===== config.mk =====
export PLATFORM = sky130hd
export DESIGN_NAME = parking_meter_controller
export DESIGN_NICKNAME = d
export VERILOG_FILES = /design/src/rtl/pm_pkg.sv /design/src/rtl/pm_btn_edge.sv /design/src/rtl/parking_meter_controller.sv
export SDC_FILE = /design/constraint.sdc
export NUM_CORES = 1
export LEC_CHECK = 0
export BUFFER_PORTS_ARGS = -buffer_cell sky130_fd_sc_hd__buf_4
export CORE_MARGIN = 2
export CORE_UTILIZATION = 58
export CTS_BUF_LIST = sky130_fd_sc_hd__clkbuf_4 sky130_fd_sc_hd__clkbuf_8
export DETAILED_ROUTE_END_ITERATION = 7
export GPL_TIMING_DRIVEN = 0
export PLACE_DENSITY = 0.83
export SETUP_SLACK_MARGIN = 0.5
export SYNTH_ARGS = -nofsm -noshare
export SYNTH_HDL_FRONTEND = slang
export SYNTH_SLANG_ARGS = --single-unit

===== constraint.sdc =====
create_clock -name clk -period 13.1 [get_ports clk]
set_input_delay 0.655 -clock clk [delete_from_list [all_inputs] [get_ports clk]]
set_output_delay 0.655 -clock clk [all_outputs]
set_load 0.02 [all_outputs]

===== src/rtl/pm_pkg.sv =====
// Shared constants, status encoding and helpers for the parking meter controller.
package pm_pkg;

  localparam int unsigned PM_W     = 16;
  localparam int unsigned PM_SUM_W = 17;

  localparam logic [PM_W-1:0] PM_MAX    = 16'd9999;
  localparam logic [PM_W-1:0] PM_LOW    = 16'd200;
  localparam logic [PM_W-1:0] PM_SET10  = 16'd10;
  localparam logic [PM_W-1:0] PM_SET205 = 16'd205;

  localparam logic [PM_W-1:0] PM_ADD0 = 16'd50;
  localparam logic [PM_W-1:0] PM_ADD1 = 16'd150;
  localparam logic [PM_W-1:0] PM_ADD2 = 16'd200;
  localparam logic [PM_W-1:0] PM_ADD3 = 16'd500;

  // Bit 0 is the is0 flag and bit 1 is the below200 flag.
  typedef enum logic [1:0] {
    ST_OK      = 2'b00,
    ST_EXPIRED = 2'b01,
    ST_LOW     = 2'b10
  } pm_status_t;

  function automatic logic [PM_W-1:0] add_amount(input logic [1:0] idx);
    case (idx)
      2'd0:    add_amount = PM_ADD0;
      2'd1:    add_amount = PM_ADD1;
      2'd2:    add_amount = PM_ADD2;
      default: add_amount = PM_ADD3;
    endcase
  endfunction

  function automatic pm_status_t status_of(input logic [PM_W-1:0] v);
    if (v == '0)         status_of = ST_EXPIRED;
    else if (v < PM_LOW) status_of = ST_LOW;
    else                 status_of = ST_OK;
  endfunction

endpackage


===== src/rtl/pm_btn_edge.sv =====
// Two-flop synchronizer followed by a rising-edge detector; one-cycle pulse out.
module pm_btn_edge
  import pm_pkg::*;
(
  input  logic clk,
  input  logic rst_n,
  input  logic btn,
  output logic pulse_c
);

  logic sync1;
  logic sync2;
  logic prev;

  always_ff @(posedge clk or negedge rst_n) begin
    if (!rst_n) begin
      sync1 <= 1'b0;
      sync2 <= 1'b0;
      prev  <= 1'b0;
    end else begin
      sync1 <= btn;
      sync2 <= sync1;
      prev  <= sync2;
    end
  end

  assign pulse_c = sync2 & ~prev;

endmodule


===== src/rtl/parking_meter_controller.sv =====
// Parking meter remaining-time register, one-second countdown and status flags.
// Preset buttons are active only when PM_PRESET_EN is defined.
module parking_meter_controller
  import pm_pkg::*;
#(
  parameter int unsigned TICK_DIV = 100_000_000
) (
  input  logic        clk,
  input  logic        rst_n,
  input  logic [3:0]  btn_add,
  input  logic        btn_set10,
  input  logic        btn_set205,
  output logic [15:0] meter_data,
  output logic        below200,
  output logic        is0,
  output logic        second
);

  localparam int unsigned CNT_W = $clog2(TICK_DIV);
  localparam logic [CNT_W-1:0] CNT_LAST = CNT_W'(TICK_DIV - 1);
  localparam logic [CNT_W-1:0] CNT_HALF = CNT_W'(TICK_DIV / 2);

  logic [3:0]          add_p_c;
  logic                set10_p_c;
  logic                set205_p_c;
  logic [CNT_W-1:0]    cnt;
  logic                tick_c;
  logic [PM_W-1:0]     dec_c;
  logic [PM_SUM_W-1:0] sum_c;
  logic [1:0]          add_idx_c;
  logic [PM_W-1:0]     value_n;
  pm_status_t          status_q;
  pm_status_t          status_n;

  for (genvar i = 0; i < 4; i++) begin : g_add
    pm_btn_edge u_edge (
      .clk     (clk),
      .rst_n   (rst_n),
      .btn     (btn_add[i]),
      .pulse_c (add_p_c[i])
    );
  end

`ifdef PM_PRESET_EN
  pm_btn_edge u_set10 (
    .clk     (clk),
    .rst_n   (rst_n),
    .btn     (btn_set10),
    .pulse_c (set10_p_c)
  );

  pm_btn_edge u_set205 (
    .clk     (clk),
    .rst_n   (rst_n),
    .btn     (btn_set205),
    .pulse_c (set205_p_c)
  );
`else
  logic unused_presets;
  assign unused_presets = btn_set10 ^ btn_set205;
  assign set10_p_c      = 1'b0;
  assign set205_p_c     = 1'b0;
`endif

  // Time value and status register; flags are bits of the status encoding.
  always_ff @(posedge clk or negedge rst_n) begin
    if (!rst_n) begin
      cnt        <= '0;
      second     <= 1'b0;
      meter_data <= '0;
      status_q   <= ST_EXPIRED;
    end else begin
      cnt        <= tick_c ? '0 : cnt + CNT_W'(1);
      second     <= (cnt < CNT_HALF);
      meter_data <= value_n;
      status_q   <= status_n;
    end
  end

  // Next value: preset beats add, add beats plain tick; tick decrements before add.
  always_comb begin
    tick_c    = (cnt == CNT_LAST);
    dec_c     = meter_data;
    sum_c     = '0;
    add_idx_c = 2'd0;
    value_n   = meter_data;

    if (tick_c && (meter_data != '0)) dec_c = meter_data - 16'd1;

    if (add_p_c[0])      add_idx_c = 2'd0;
    else if (add_p_c[1]) add_idx_c = 2'd1;
    else if (add_p_c[2]) add_idx_c = 2'd2;
    else                 add_idx_c = 2'd3;

    if (set205_p_c) begin
      value_n = PM_SET205;
    end else if (set10_p_c) begin
      value_n = PM_SET10;
    end else if (|add_p_c) begin
      sum_c   = PM_SUM_W'(dec_c) + PM_SUM_W'(add_amount(add_idx_c));
      value_n = (sum_c > PM_SUM_W'(PM_MAX)) ? PM_MAX : sum_c[PM_W-1:0];
    end else begin
      value_n = dec_c;
    end

    status_n = status_of(value_n);
  end

  assign is0      = status_q[0];
  assign below200 = status_q[1];

endmodule


==> Yosys cells after proc, flatten, opt, wreduce, memory -nomap -nowiden <==
Index checks and enable logic that the tools add are counted.
{ "word_totals": {"regBits": 58, "out_inout_bits": 19, "elab_cells": 49} }
{ "op_classes": {"add_sub_neg": 3, "n_lt_le_gt_ge": 3, "eq_ne": 3, "n_mux": 11, "n_bitwise": 8, "n_reduce_logical": 5} }
{ "op_table": {"columns": ["cell", "n"], "rows": [
  ["$mux 16", 4],
  ["$add 27x1->27 const B", 1],
  ["$eq 27x27->1 const B", 1],
  ["$lt 27x26->1 const B", 1],
  ["$mux 27", 1],
  ["$pmux 9 s3", 1],
  ["$add 16x16->17", 1],
  ["$gt 17x14->1 const B", 1],
  ["$logic_not 16->1", 1],
  ["$lt 16x8->1 const B", 1],
  ["$reduce_bool 16->1", 1],
  ["$sub 16x1->16 const B", 1],
  ["$mux 2", 4],
  ["$and 1x1->1", 4],
  ["$not 1->1", 4],
  ["$reduce_or 4->1", 1],
  ["$eq 2x1->1 const B", 1],
  ["$eq 2x2->1 const B", 1],
  ["$logic_not 2->1", 1],
  ["$logic_and 1x1->1", 1],
  ["$mux 1", 1]
]} }

==> Longest topological paths before layout <==
Gate-level depths: netlist (run 1).
{ "logic_depth": {"word_depth": 15, "depth_mapped": 19, "ltp_nobuf": 19} }

==> By module <==
Synthesis (run 1) repeated with hierarchy kept, for this count alone.
{ "hier_totals": {"hier_cells": 425, "hier_area_um2": 3885.0} }
{ "modules_own_cells": {"columns": ["module", "instances", "cells_per_inst", "area_per_inst_um2"], "rows": [
  ["parking_meter_controller", 1, 409, 3529.6],
  ["pm_btn_edge", 4, 4, 88.8]
]} }

==> Worst setup path after synthesis (run 1) <==
Ideal clock, no wire load.
{ "synth_path": {"kind": "reg2reg", "start": "register cnt[9]", "end": "register status_q[0]", "arrival_time_ns": 5.342, "setup_slack_ns": 7.669, "path_stages_with_launch": 19, "path_buffers": 1, "period_less_slack_ns": 5.431, "cell_sequence": "dfrtp_1 > or4_1 > or4_1 > buf_2 > nor4_1 > nand2_1 > mux2i_1 > ha_1 > fa_1 > a211oi_1 > o21ai_0 > a31oi_1 > inv_1 > a211o_1 > a211oi_2 > nor4_4 > o32ai_1 > o211ai_1 > nor4b_2"} }
{ "synth_between": {"elab_chain_cells": 9} }
{ "synth_rtl": {"columns": ["element", "line", "source"], "rows": [
  ["from (decl)", "parking_meter_controller.sv:26", "logic [CNT_W-1:0] cnt;"],
  ["from (signal assigned)", "parking_meter_controller.sv:73", "cnt <= tick_c ? '0 : cnt + CNT_W'(1);"],
  ["$eq 27x27->1 (*)", "parking_meter_controller.sv:82", "tick_c = (cnt == CNT_LAST);"],
  ["$logic_and 1x1->1 (*)", "parking_meter_controller.sv:88", "if (tick_c && (meter_data != '0)) dec_c = meter_data - 16'd1;"],
  ["$mux 16 (*)", "parking_meter_controller.sv:88", null],
  ["$add 16x16->17", "parking_meter_controller.sv:100", "sum_c = PM_SUM_W'(dec_c) + PM_SUM_W'(add_amount(add_idx_c));"],
  ["$gt 17x14->1", "parking_meter_controller.sv:101", "value_n = (sum_c > PM_SUM_W'(PM_MAX)) ? PM_MAX : sum_c[PM_W-1:0];"],
  ["$mux 16", "parking_meter_controller.sv:101", null],
  ["$mux 16 (*)", "parking_meter_controller.sv:99", "end else if (|add_p_c) begin"],
  ["$logic_not 16->1 (*)", "pm_pkg.sv:34", "if (v == '0) status_of = ST_EXPIRED;"],
  ["$mux 2 (*)", "pm_pkg.sv:34", null],
  ["via status_n[0]", "parking_meter_controller.sv:33", "pm_status_t status_n;"],
  ["to (signal assigned)", "parking_meter_controller.sv:76", "status_q <= status_n;"],
  ["to (decl)", "parking_meter_controller.sv:32", "pm_status_t status_q;"]
]} }
Mark *: on every way through the listed nets, which the timed path passes. The rest lies on a longest branch.

==> Final worst setup path (run 1) <==
{ "layout_path": {"start": "register cnt[9]", "end": "register status_q[1]"} }
{ "layout_between": {"elab_chain_cells": 10, "elab_cells_between_ends": 11, "classes_between": "add/sub: 1; order compare: 2; eq/ne: 1; mux: 5; reduce/logical: 2"} }
{ "layout_rtl": {"columns": ["element", "line", "source"], "rows": [
  ["$eq 27x27->1 (*)", "parking_meter_controller.sv:82", null],
  ["$logic_and 1x1->1 (*)", "parking_meter_controller.sv:88", null],
  ["$mux 16 (*)", "parking_meter_controller.sv:88", null],
  ["$add 16x16->17", "parking_meter_controller.sv:100", null],
  ["$gt 17x14->1", "parking_meter_controller.sv:101", null],
  ["$mux 16", "parking_meter_controller.sv:101", null],
  ["$mux 16 (*)", "parking_meter_controller.sv:99", null],
  ["$lt 16x8->1", "pm_pkg.sv:35", "else if (v < PM_LOW) status_of = ST_LOW;"],
  ["$mux 2", "pm_pkg.sv:35", null],
  ["$mux 2 (*)", "pm_pkg.sv:34", null],
  ["via status_n[1]", "parking_meter_controller.sv:33", null]
]} }
Marked as above.

==> results_dict.tcl, run 1 <==
set metrics [dict create \
    status "complete, no violations" \
    min_path_type "register to register" \
    cts.sinks 58 \
    rows 28 \
    path_clk_slew_ns 0.07 \
    rr_startpoint "cnt[9]" \
    syn_nets 409 \
    path_cells "or4_1 > or4_1 > buf_2 > nor4_1 > nand3_1 > xnor2_1 > fa_1 > a211oi_1 > o21ai_0 > a31oi_1 > inv_1 > a211o_1 > a211oi_2 > nor4_4 > o32ai_1 > o211ai_1 > a211oi_1" \
    io_pins 27 \
    core_area_mm2 0.005956 \
    clockBufferDepth 2 \
    firstDrtPassIters 4 \
    wl_per_cell_um 16.56 \
    post_cts_buffers 0 \
    drt_iter0_drc 215 \
    antenna_left 0 \
    period_needed_ns 6.462 \
    grt_pass1_vias 2963 \
    worstSetupPathType "register to register" \
    ys_seq_area_frac 0.4027 \
    grtUsageMet1 0.3312 \
    maxSlewHeadroom 0.3833 \
    period_share 0.4933 \
    start_kind "register" \
    dieWidth_um 82.86 \
    port_buffers 24 \
    gp_congestion 0.8738 \
    cts_tree "yes" \
    worstPathArrival_ns 6.69 \
    vias 3076 \
    finalNonFillerCells 502 \
    top_usage_layer "met2" \
    numCtsBuffers 9 \
    clock_skew_ns 0.01201 \
    cts_resized 0 \
    yosys.cell_types.count 59 \
    rrSetupSlack_ns 6.64 \
    grt_max_degree 59 \
    grt_pass1_wl_mm 13.89 \
    setup_viol 0 \
    initial_core_util 0.6057 \
    finalSetupTns_ns 0 \
    nNetsFinal 444 \
    p_leak_uw 0.001717 \
    insertion_delay_ns 0.34 \
    cp.required_ns 13.32 \
    rsz0062_at_grt "false" \
    n_antenna_cell 0 \
    drive_gt1_frac 0.1452 \
    final_area_mm2 0.004056 \
    startpoint "cnt[9]" \
    worst_pin_slew_ns 0.9167 \
    async_flop_share 1.000 \
    avgSynthCellArea_um2 9.321 \
    grt-ovfl-total 0 \
    yosys_warnings 0 \
    cpMaxStageDelayCell "nor4_1" \
    met3_usage 0.05765 \
    worstHoldStart "g_add[0].u_edge.sync1" \
    dieArea_mm2 0.006866 \
    drt_wl_total_mm 8.311 \
    detailed_place_hpwl_mm 6.149 \
    p_per_area_mw_per_mm2 191.5 \
    synthFlopType "dfrtp_1" \
    antenna_found_initial 0 \
    syn_area_mm2 0.003607 \
    hold_buffers 0 \
    grt_usage 0.2506 \
    met2_usage 0.3952 \
    drv_slew 0 \
    max_freq_mhz 154.7 \
    irDropWorstVdd_mv 0.1158 \
    area_delta_synth_final_pct 12.45 \
    dp.cells 486 \
    synth-seq-cells 58 \
    end_kind "register" \
    vias_per_cell 6.127 \
    placed_area_mm2 0.003881 \
    final_hold_viol_count 0 \
    root_buffer "clkbuf_8" \
    maxCapViolations 0 \
    synth_edf_count 0 \
    synthCells 387 \
    slowest_delay_ns 0.58 \
    critPathMaxFanout 8 \
    h-tree-depth 3 \
    die_h_um 82.86 \
    drc 0 \
]
## cell usage in the layout, fill, tap and decap left out, types with 4 or more instances in the layout
cell type / Yosys / layout
nand2b_1: 5 / 5
nor2_1: 51 / 51
and3_1: 6 / 6
nand4_1: 9 / 9
and2_1: 6 / 6
o21ai_0: 17 / 17
dfrtp_1: 57 / 57
nor3_1: 16 / 16
clkbuf_8: 0 / 10
inv_1: 14 / 14
nand2_1: 20 / 20
a21oi_1: 21 / 21
nor4_1: 8 / 8
or2_2: 4 / 4
xor2_1: 21 / 21
clkbuf_1: 7 / 7
mux2i_1: 5 / 5
buf_4: 0 / 24
xnor2_1: 27 / 27
ha_1: 13 / 13
nand3_1: 18 / 18
## cell usage after synthesis (4+ instances only)
master / count / area share
a21oi_1: 21 / 0.029
and2_1: 6 / 0.010
and3_1: 6 / 0.010
clkbuf_1: 7 / 0.0073
dfrtp_1: 57 / 0.40
ha_1: 13 / 0.045
inv_1: 14 / 0.015
mux2i_1: 5 / 0.014
nand2_1: 20 / 0.021
nand2b_1: 5 / 0.0087
nand3_1: 18 / 0.025
nand4_1: 9 / 0.016
nor2_1: 51 / 0.053
nor3_1: 16 / 0.022
nor4_1: 8 / 0.014
o21ai_0: 17 / 0.024
or2_2: 4 / 0.0069
xnor2_1: 27 / 0.066
xor2_1: 21 / 0.051
## routing by layer
metal | up-vias | part of all wire
met2 | 116 | 0.46
met1 | 1483 | 0.45
met5 | - | 0
met3 | 17 | 0.069
met4 | 0 | 0.022
li1 | 1460 | -
## through the flow
stage	utilization	setup WS, ns	hold slack (ns)	total power, uW
final	0.6811	6.638	0.3433	776.6
after global routing	0.6811	6.099	0.3559	829.3
after CTS	0.6811	6.637	0.3525	773.6
after detailed placement	0.6517	6.703	0.3387	626.2
after global placement	0.6517	6.816	0.3341	615.7
after floorplan	-	7.669	0.3312	516.2
## worst max-delay path: cells and delay by family, from the launching register on
| kind | cells | cell delay [ns] |
|---|---|---|
| DFF | 1 | 0.43 |
| AOI/OAI and AO/OA | 8 | 2.71 |
| and+or+nand+nor | 5 | 2.04 |
| xor gates and xnor gates | 1 | 0.30 |
| buffers and inverters | 2 | 0.36 |
| adders and majority gates | 1 | 0.51 |
## registers in the layout (all words and copies together), names as in the netlist
register and count:
g_add.u_edge.prev 4, status_q 2, meter_data 16, second 1, g_add.u_edge.sync1 4, g_add.u_edge.sync2 4
cnt 27
## cells by family (layout without fill, tap and decap cells)
logic type	Yosys count	after routing	share of synthesized area
and+or+nand+nor	175	175	0.2709
adders and majority gates	14	14	0.05064
AOI/OAI and AO/OA	62	62	0.1145
DFF	58	58	0.4027
xor gates and xnor gates	48	48	0.1165
muxes	7	7	0.02012
buffers and inverters	23	63	0.02463
## final cells by class
class                           instances  area (um2)
Clock inverter                          5       30.03
Fill cell                             482        1899
Sequential cell                        58        1453
Clock buffer                           11       145.1
Buffer                                  9       36.28
Timing Repair Buffer                   24       180.2
Inverter                               14       52.55
Multi-Input combinational cell        306        2066
Tap cell                               75       93.84
## report_power, final
group	switching, uW	internal [uW]	leakage [uW]
sequential	29.9	203	0.000724
clock	69.8	74.7	0.0000885
combinational	243	157	0.000905
total	342	434	0.00172
## worst paths after layout
kind	cells past startpoint	end
worst max register to register	17	status_q[1]
worst max-delay path	17	status_q[1]
max in group asynchronous	1	cnt[11]
min in group asynchronous	1	meter_data[13]
worst min register to register	0	g_add[0].u_edge.sync2
worst min-delay path	0	g_add[0].u_edge.sync2
Power figures use the tool's default switching activity.
==> inputs of run 2 (changes only) <==
==> constraint.sdc (replaced) <==
create_clock -name clk -period 6.4 [get_ports clk]
set_input_delay 0.32 -clock clk [delete_from_list [all_inputs] [get_ports clk]]
set_output_delay 0.32 -clock clk [all_outputs]
set_load 0.02 [all_outputs]
==> run 2 against run 1 <==
Worst setup slack lost 5.9 ns. Sequential power is 110% higher. Die area is the same. Worst hold slack got worse by 0.30 ns. Via count rose by 3.9%. Largest power group unchanged.
==> results_dict.tcl, run 2 (synthesized netlist as in run 1, its figures left out) <==
set metrics [dict create \
    h-tree-depth 3 \
    maxSlewHeadroom 0.3941 \
    clockBufferDepth 2 \
    dp.cells 486 \
    gp_congestion 0.8738 \
    cp.required_ns 6.68 \
    critPathMaxFanout 8 \
    finalNonFillerCells 508 \
    drive_gt1_frac 0.1848 \
    largest_reg_flops 27 \
    cts_tree "yes" \
    rows 28 \
    wl_per_cell_um 17.58 \
    final_common_cell "dfrtp_1" \
    numCtsBuffers 9 \
    drc 0 \
    maxCapViolations 0 \
    swShare 0.4465 \
    final_hold_viol_count 0 \
    multi_input_area_mm2 0.002152 \
    antenna_found_initial 0 \
    core_area_mm2 0.005956 \
    irDropWorstVdd_mv 0.2632 \
    n_antenna_cell 0 \
    largestRegisters "cnt x27, meter_data x16" \
    drt_wl_total_mm 8.933 \
    start_kind "register" \
    initial_core_util 0.6057 \
    min_path_type "input port to async pin" \
    grt_max_degree 59 \
    finalSetupTns_ns 0 \
    area_delta_synth_final_pct 16.09 \
    firstDrtPassIters 5 \
    period_needed_ns 5.675 \
    port_buffers 24 \
    period_share 0.8868 \
    power_frac_seq 0.282 \
    vias 3197 \
    io_pins 27 \
    dieArea_mm2 0.006866 \
    largest-register "cnt" \
    setup_viol 0 \
    fillers 461 \
    path_clk_slew_ns 0.07 \
    grt_pass1_wl_mm 14.41 \
    ff_latch_area_mm2 0.001453 \
    nNetsFinal 450 \
    drt_iter0_drc 296 \
    cts.sinks 58 \
    detailed_place_hpwl_mm 6.149 \
    final_area_mm2 0.004188 \
    p_switching_uw 759.0 \
    placed_area_mm2 0.003881 \
    grt_pass1_vias 3086 \
    status "complete, no violations" \
    p_leak_uw 0.001784 \
    end_kind "register" \
    worstSetupPathType "register to register" \
    insertion_delay_ns 0.34 \
    worst_pin_slew_ns 0.9006 \
    antenna_left 0 \
    worstPathArrival_ns 5.96 \
    grt-ovfl-total 0 \
    rsz0062_at_grt "false" \
    internal_power_uw 940.8 \
    final_cell_mix "dfrtp_1, nor2_1, buf_4" \
    die_h_um 82.86 \
    clock_skew_ns 0.009563 \
    drv_slew 0 \
    vias_per_cell 6.293 \
    power_frac_clock 0.174 \
    dieWidth_um 82.86 \
    p_per_area_mw_per_mm2 405.9 \
    max_freq_mhz 176.2 \
    grt_usage 0.2606 \
    combPwrFrac 0.544 \
    root_buffer "clkbuf_8" \
]
-- run 2: cell count changes in the layout (fill, tap and decap cells not counted), moves of 2 or more --
cell / before / now
buf_4: 24 / 30
a211oi_1: 3 / 0
a211oi_2: 1 / 4
nor4b_1: 3 / 1
o21ai_1: 0 / 2
o21ai_0: 17 / 15
-- run 2: what timing repair did --
action,CTS,global route
endpoints found under the setup margin,14,13
pin swaps,2,3
resized for setup,8,8
setup buffers,4,2
hold buffers,0,0
-- run 2: power by group through the flow --
| stage | clock [uW] | combinational, uW | sequential [uW] |
|---|---|---|---|
| detailed placement | 0 | 802 | 480 |
| finish | 296 | 925 | 479 |
| global placement | 0 | 784 | 476 |
| global route | 323 | 995 | 482 |
| floorplan | 0 | 544 | 512 |
| CTS | 302 | 861 | 474 |
-- run 2: worst paths after layout --
path	from	endpoint	slack, ns	cells after the start
worst max-delay path	cnt[9]	meter_data[12]	0.72	18
worst min-delay path	rst_n	meter_data[13]	0.04	1
worst max register to register	cnt[9]	meter_data[12]	0.72	18
worst min register to register	g_add[0].u_edge.sync1	g_add[0].u_edge.sync2	0.35	0
max in group asynchronous	rst_n	cnt[5]	5.87	1
min in group clk	btn_add[0]	g_add[0].u_edge.sync1	0.09	1
-- run 2: per-stage QoR --
| stage | utilization | power (uW) | hold slack, ns | setup slack [ns] |
|---|---|---|---|---|
| floorplan | - | 1057 | 0.02441 | 0.9686 |
| global placement | 0.6517 | 1260 | 0.3341 | 0.1156 |
| detailed placement | 0.6517 | 1282 | 0.3387 | 0.002739 |
| CTS | 0.6950 | 1638 | 0.06935 | 0.5663 |
| finish | 0.7032 | 1700 | 0.04412 | 0.7245 |
| global route | 0.7032 | 1800 | 0.06538 | 0.4708 |
-- run 2: layout make-up --
type / count / share of cell area
Clock inverter: 5 / 0.007171
Inverter: 14 / 0.01255
Sequential cell: 58 / 0.3469
Clock buffer: 11 / 0.03466
Multi-Input combinational cell: 306 / 0.5139
Timing Repair Buffer: 30 / 0.05378
Buffer: 9 / 0.008664
Tap cell: 75 / 0.02241
-- run 2: layer usage --
metal,vias to the layer above,global-route usage,wire length (um)
met1,1553,0.3346,3836
li1,1464,-,-
met2,151,0.4157,4189
met4,0,0.1207,263
met5,-,0,0
met3,29,0.06461,645
-- run 2: critical path, cell delays in order (launching register included) --
cell      delay (ns)
dfrtp_1         0.43
or4_1           0.55
or4_1           0.53
buf_2           0.20
nor4_4          0.22
nand2_1         0.17
mux2i_1         0.20
ha_1            0.25
fa_1            0.44
a211oi_2        0.33
o21bai_1        0.12
a21oi_1         0.21
xnor2_1         0.12
or4b_2          0.64
a21oi_2         0.19
nor4_4          0.08
a311oi_4        0.41
a221o_1         0.36
buf_4           0.16
==> inputs of run 3 (changes only) <==
--- a/config.mk
+++ b/config.mk
@@ -7,11 +7,11 @@
 export LEC_CHECK = 0
 export BUFFER_PORTS_ARGS = -buffer_cell sky130_fd_sc_hd__buf_4
 export CORE_MARGIN = 2
-export CORE_UTILIZATION = 58
+export CORE_UTILIZATION = 40
 export CTS_BUF_LIST = sky130_fd_sc_hd__clkbuf_4 sky130_fd_sc_hd__clkbuf_8
 export DETAILED_ROUTE_END_ITERATION = 7
 export GPL_TIMING_DRIVEN = 0
-export PLACE_DENSITY = 0.83
+export PLACE_DENSITY = 0.63
 export SETUP_SLACK_MARGIN = 0.5
 export SYNTH_ARGS = -nofsm -noshare
 export SYNTH_HDL_FRONTEND = slang
==> run 3 against run 2 <==
Highest routed layer unchanged. First-iteration DRC count decreased by 49%. Die area increased by 43%. Clock power increased by 30%. Critical endpoint is now meter_data[3]. Total power increased by 3.9%. Combinational power decreased by 1%. Wire length decreased by 4.9%.
==> results_dict.tcl, run 3 (synthesized netlist as in run 1, its figures left out) <==
set metrics [dict create \
    p_leak_uw 0.001807 \
    numCtsBuffers 9 \
    power_frac_clock 0.218 \
    core_area_mm2 0.008721 \
    wl_per_cell_um 15.73 \
    drt_iter0_drc 151 \
    grt_usage 0.1817 \
    vias_per_cell 5.543 \
    drc 0 \
    swShare 0.4219 \
    detailed_place_hpwl_mm 6.097 \
    cts_tree "yes" \
    period_needed_ns 5.637 \
    cts.sinks 58 \
    end_kind "register" \
    largest-register "cnt" \
    max_freq_mhz 177.4 \
    hold_buffers 0 \
    rr_startpoint "cnt[9]" \
    irDropWorstVdd_mv 0.1530 \
    vias 2993 \
    total_power_uw 1767 \
    clockBufferDepth 2 \
    p_switching_uw 745.3 \
    clock_skew_ns 0.004753 \
    worst_pin_slew_ns 1.065 \
    setup_viol 0 \
    power_frac_seq 0.266 \
    fillers 806 \
    rsz0062_at_grt "false" \
    grt_pass1_vias 2913 \
    area_delta_synth_final_pct 19.08 \
    internal_power_uw 1021 \
    rows 34 \
    worstSetupPathType "register to register" \
    finalNonFillerCells 540 \
    cp.required_ns 6.62 \
    maxCapViolations 0 \
    critPathMaxFanout 8 \
    start_kind "register" \
    largestRegisters "cnt x27, meter_data x16" \
    combPwrFrac 0.516 \
    maxSlewHeadroom 0.2838 \
    period_share 0.8807 \
    largest_reg_flops 27 \
    final_cell_mix "dfrtp_1, nor2_1, buf_4" \
    h-tree-depth 3 \
    drv_slew 0 \
    r2r_end "meter_data[3]" \
    n_antenna_cell 0 \
    status "complete, no violations" \
    r2r_cells 21 \
    dieWidth_um 98.97 \
    dp.cells 519 \
    worstPathArrival_ns 5.86 \
    rrSetupSlack_ns 0.76 \
    p_per_area_mw_per_mm2 411.3 \
    fin_util 0.4925 \
    min_path_type "input port to async pin" \
    drt_wl_total_mm 8.494 \
    root_buffer "clkbuf_8" \
    grt_pass1_wl_mm 14.26 \
    firstDrtPassIters 4 \
    drive_gt1_frac 0.1852 \
    io_pins 27 \
    gp_congestion 0.9316 \
    nNetsFinal 449 \
    antenna_found_initial 0 \
    path_clk_slew_ns 0.07 \
    final_common_cell "dfrtp_1" \
    port_buffers 24 \
    initial_core_util 0.4136 \
    dieArea_mm2 0.009794 \
    grt_max_degree 59 \
    insertion_delay_ns 0.34 \
    grt-ovfl-total 0 \
    final_hold_viol_count 0 \
    antenna_left 0 \
    die_h_um 98.97 \
]
## run 3: what timing repair did
item / CTS / global route
buffers inserted: 4 / 1
endpoints found under the setup margin: 15 / 13
gates resized for setup: 8 / 13
pin swaps: 3 / 6
## run 3: worst max-delay path, cell delays in order (launching register included)
cell and delay (ns):
dfrtp_2 0.43, or4_1 0.53, or4_1 0.52, buf_2 0.21, nor4_4 0.27, buf_4 0.20
nand3_4 0.13, nor4b_4 0.30, xnor2_1 0.17, inv_1 0.06, ha_1 0.34, nand2_1 0.12
nor4b_4 0.28, o21ai_2 0.10, nor2b_1 0.18, or3_4 0.36, nor4b_2 0.31, o2bb2ai_2 0.15
a311oi_4 0.39, buf_4 0.19, and2_1 0.17, a21oi_1 0.09
## run 3: metal layers
metal	wire, um	GRT usage
met5	0	0
met3	388	0.04043
met1	4021	0.2473
met2	4000	0.2864
met4	82	0.06322
## run 3: stage by stage
stage | setup WS [ns] | hold WS (ns) | cell area, um2 | TNS [ns]
finish | 0.7633 | 0.03552 | 4295 | 0
global route | 0.4948 | 0.06313 | 4295 | 0
CTS | 0.5802 | 0.05282 | 4232 | 0
detailed placement | -0.2785 | 0.3363 | 3923 | -0.9014
global placement | -0.3749 | 0.3322 | 3923 | -1.958
floorplan | 0.9686 | 0.02441 | 3607 | 0
## run 3: layout make-up
type | instances | area [um2] | share of cell area
clock inverter | 6 | 90.09 | 0.02097
multi-input combinational | 306 | 2172 | 0.5057
sequential | 58 | 1454 | 0.3385
timing repair buffer | 29 | 217.7 | 0.05068
inverter | 14 | 52.55 | 0.01223
tap | 108 | 135.1 | 0.03146
buffer | 9 | 36.28 | 0.008447
clock buffer | 10 | 137.6 | 0.03204
## run 3: how the worst max path moves through the flow
| stage | from | endpoint | slack (ns) | cells after the start |
|---|---|---|---|---|
| floorplan | cnt[9] | status_q[0] | 0.97 | 18 |
| global placement | cnt[9] | status_q[0] | -0.37 | 19 |
| detailed placement | cnt[9] | status_q[0] | -0.28 | 19 |
| CTS | cnt[9] | status_q[0] | 0.58 | 18 |
| global route | cnt[9] | status_q[0] | 0.49 | 20 |
| finish | cnt[9] | meter_data[3] | 0.76 | 21 |
## run 3: power by group through the flow
stage,Clock [uW],Sequential (uW),Combinational (uW)
after floorplan,0,512,544
after global placement,0,473,803
after detailed placement,0,475,802
after CTS,396,468,859
after global routing,412,477,992
final,385,470,912
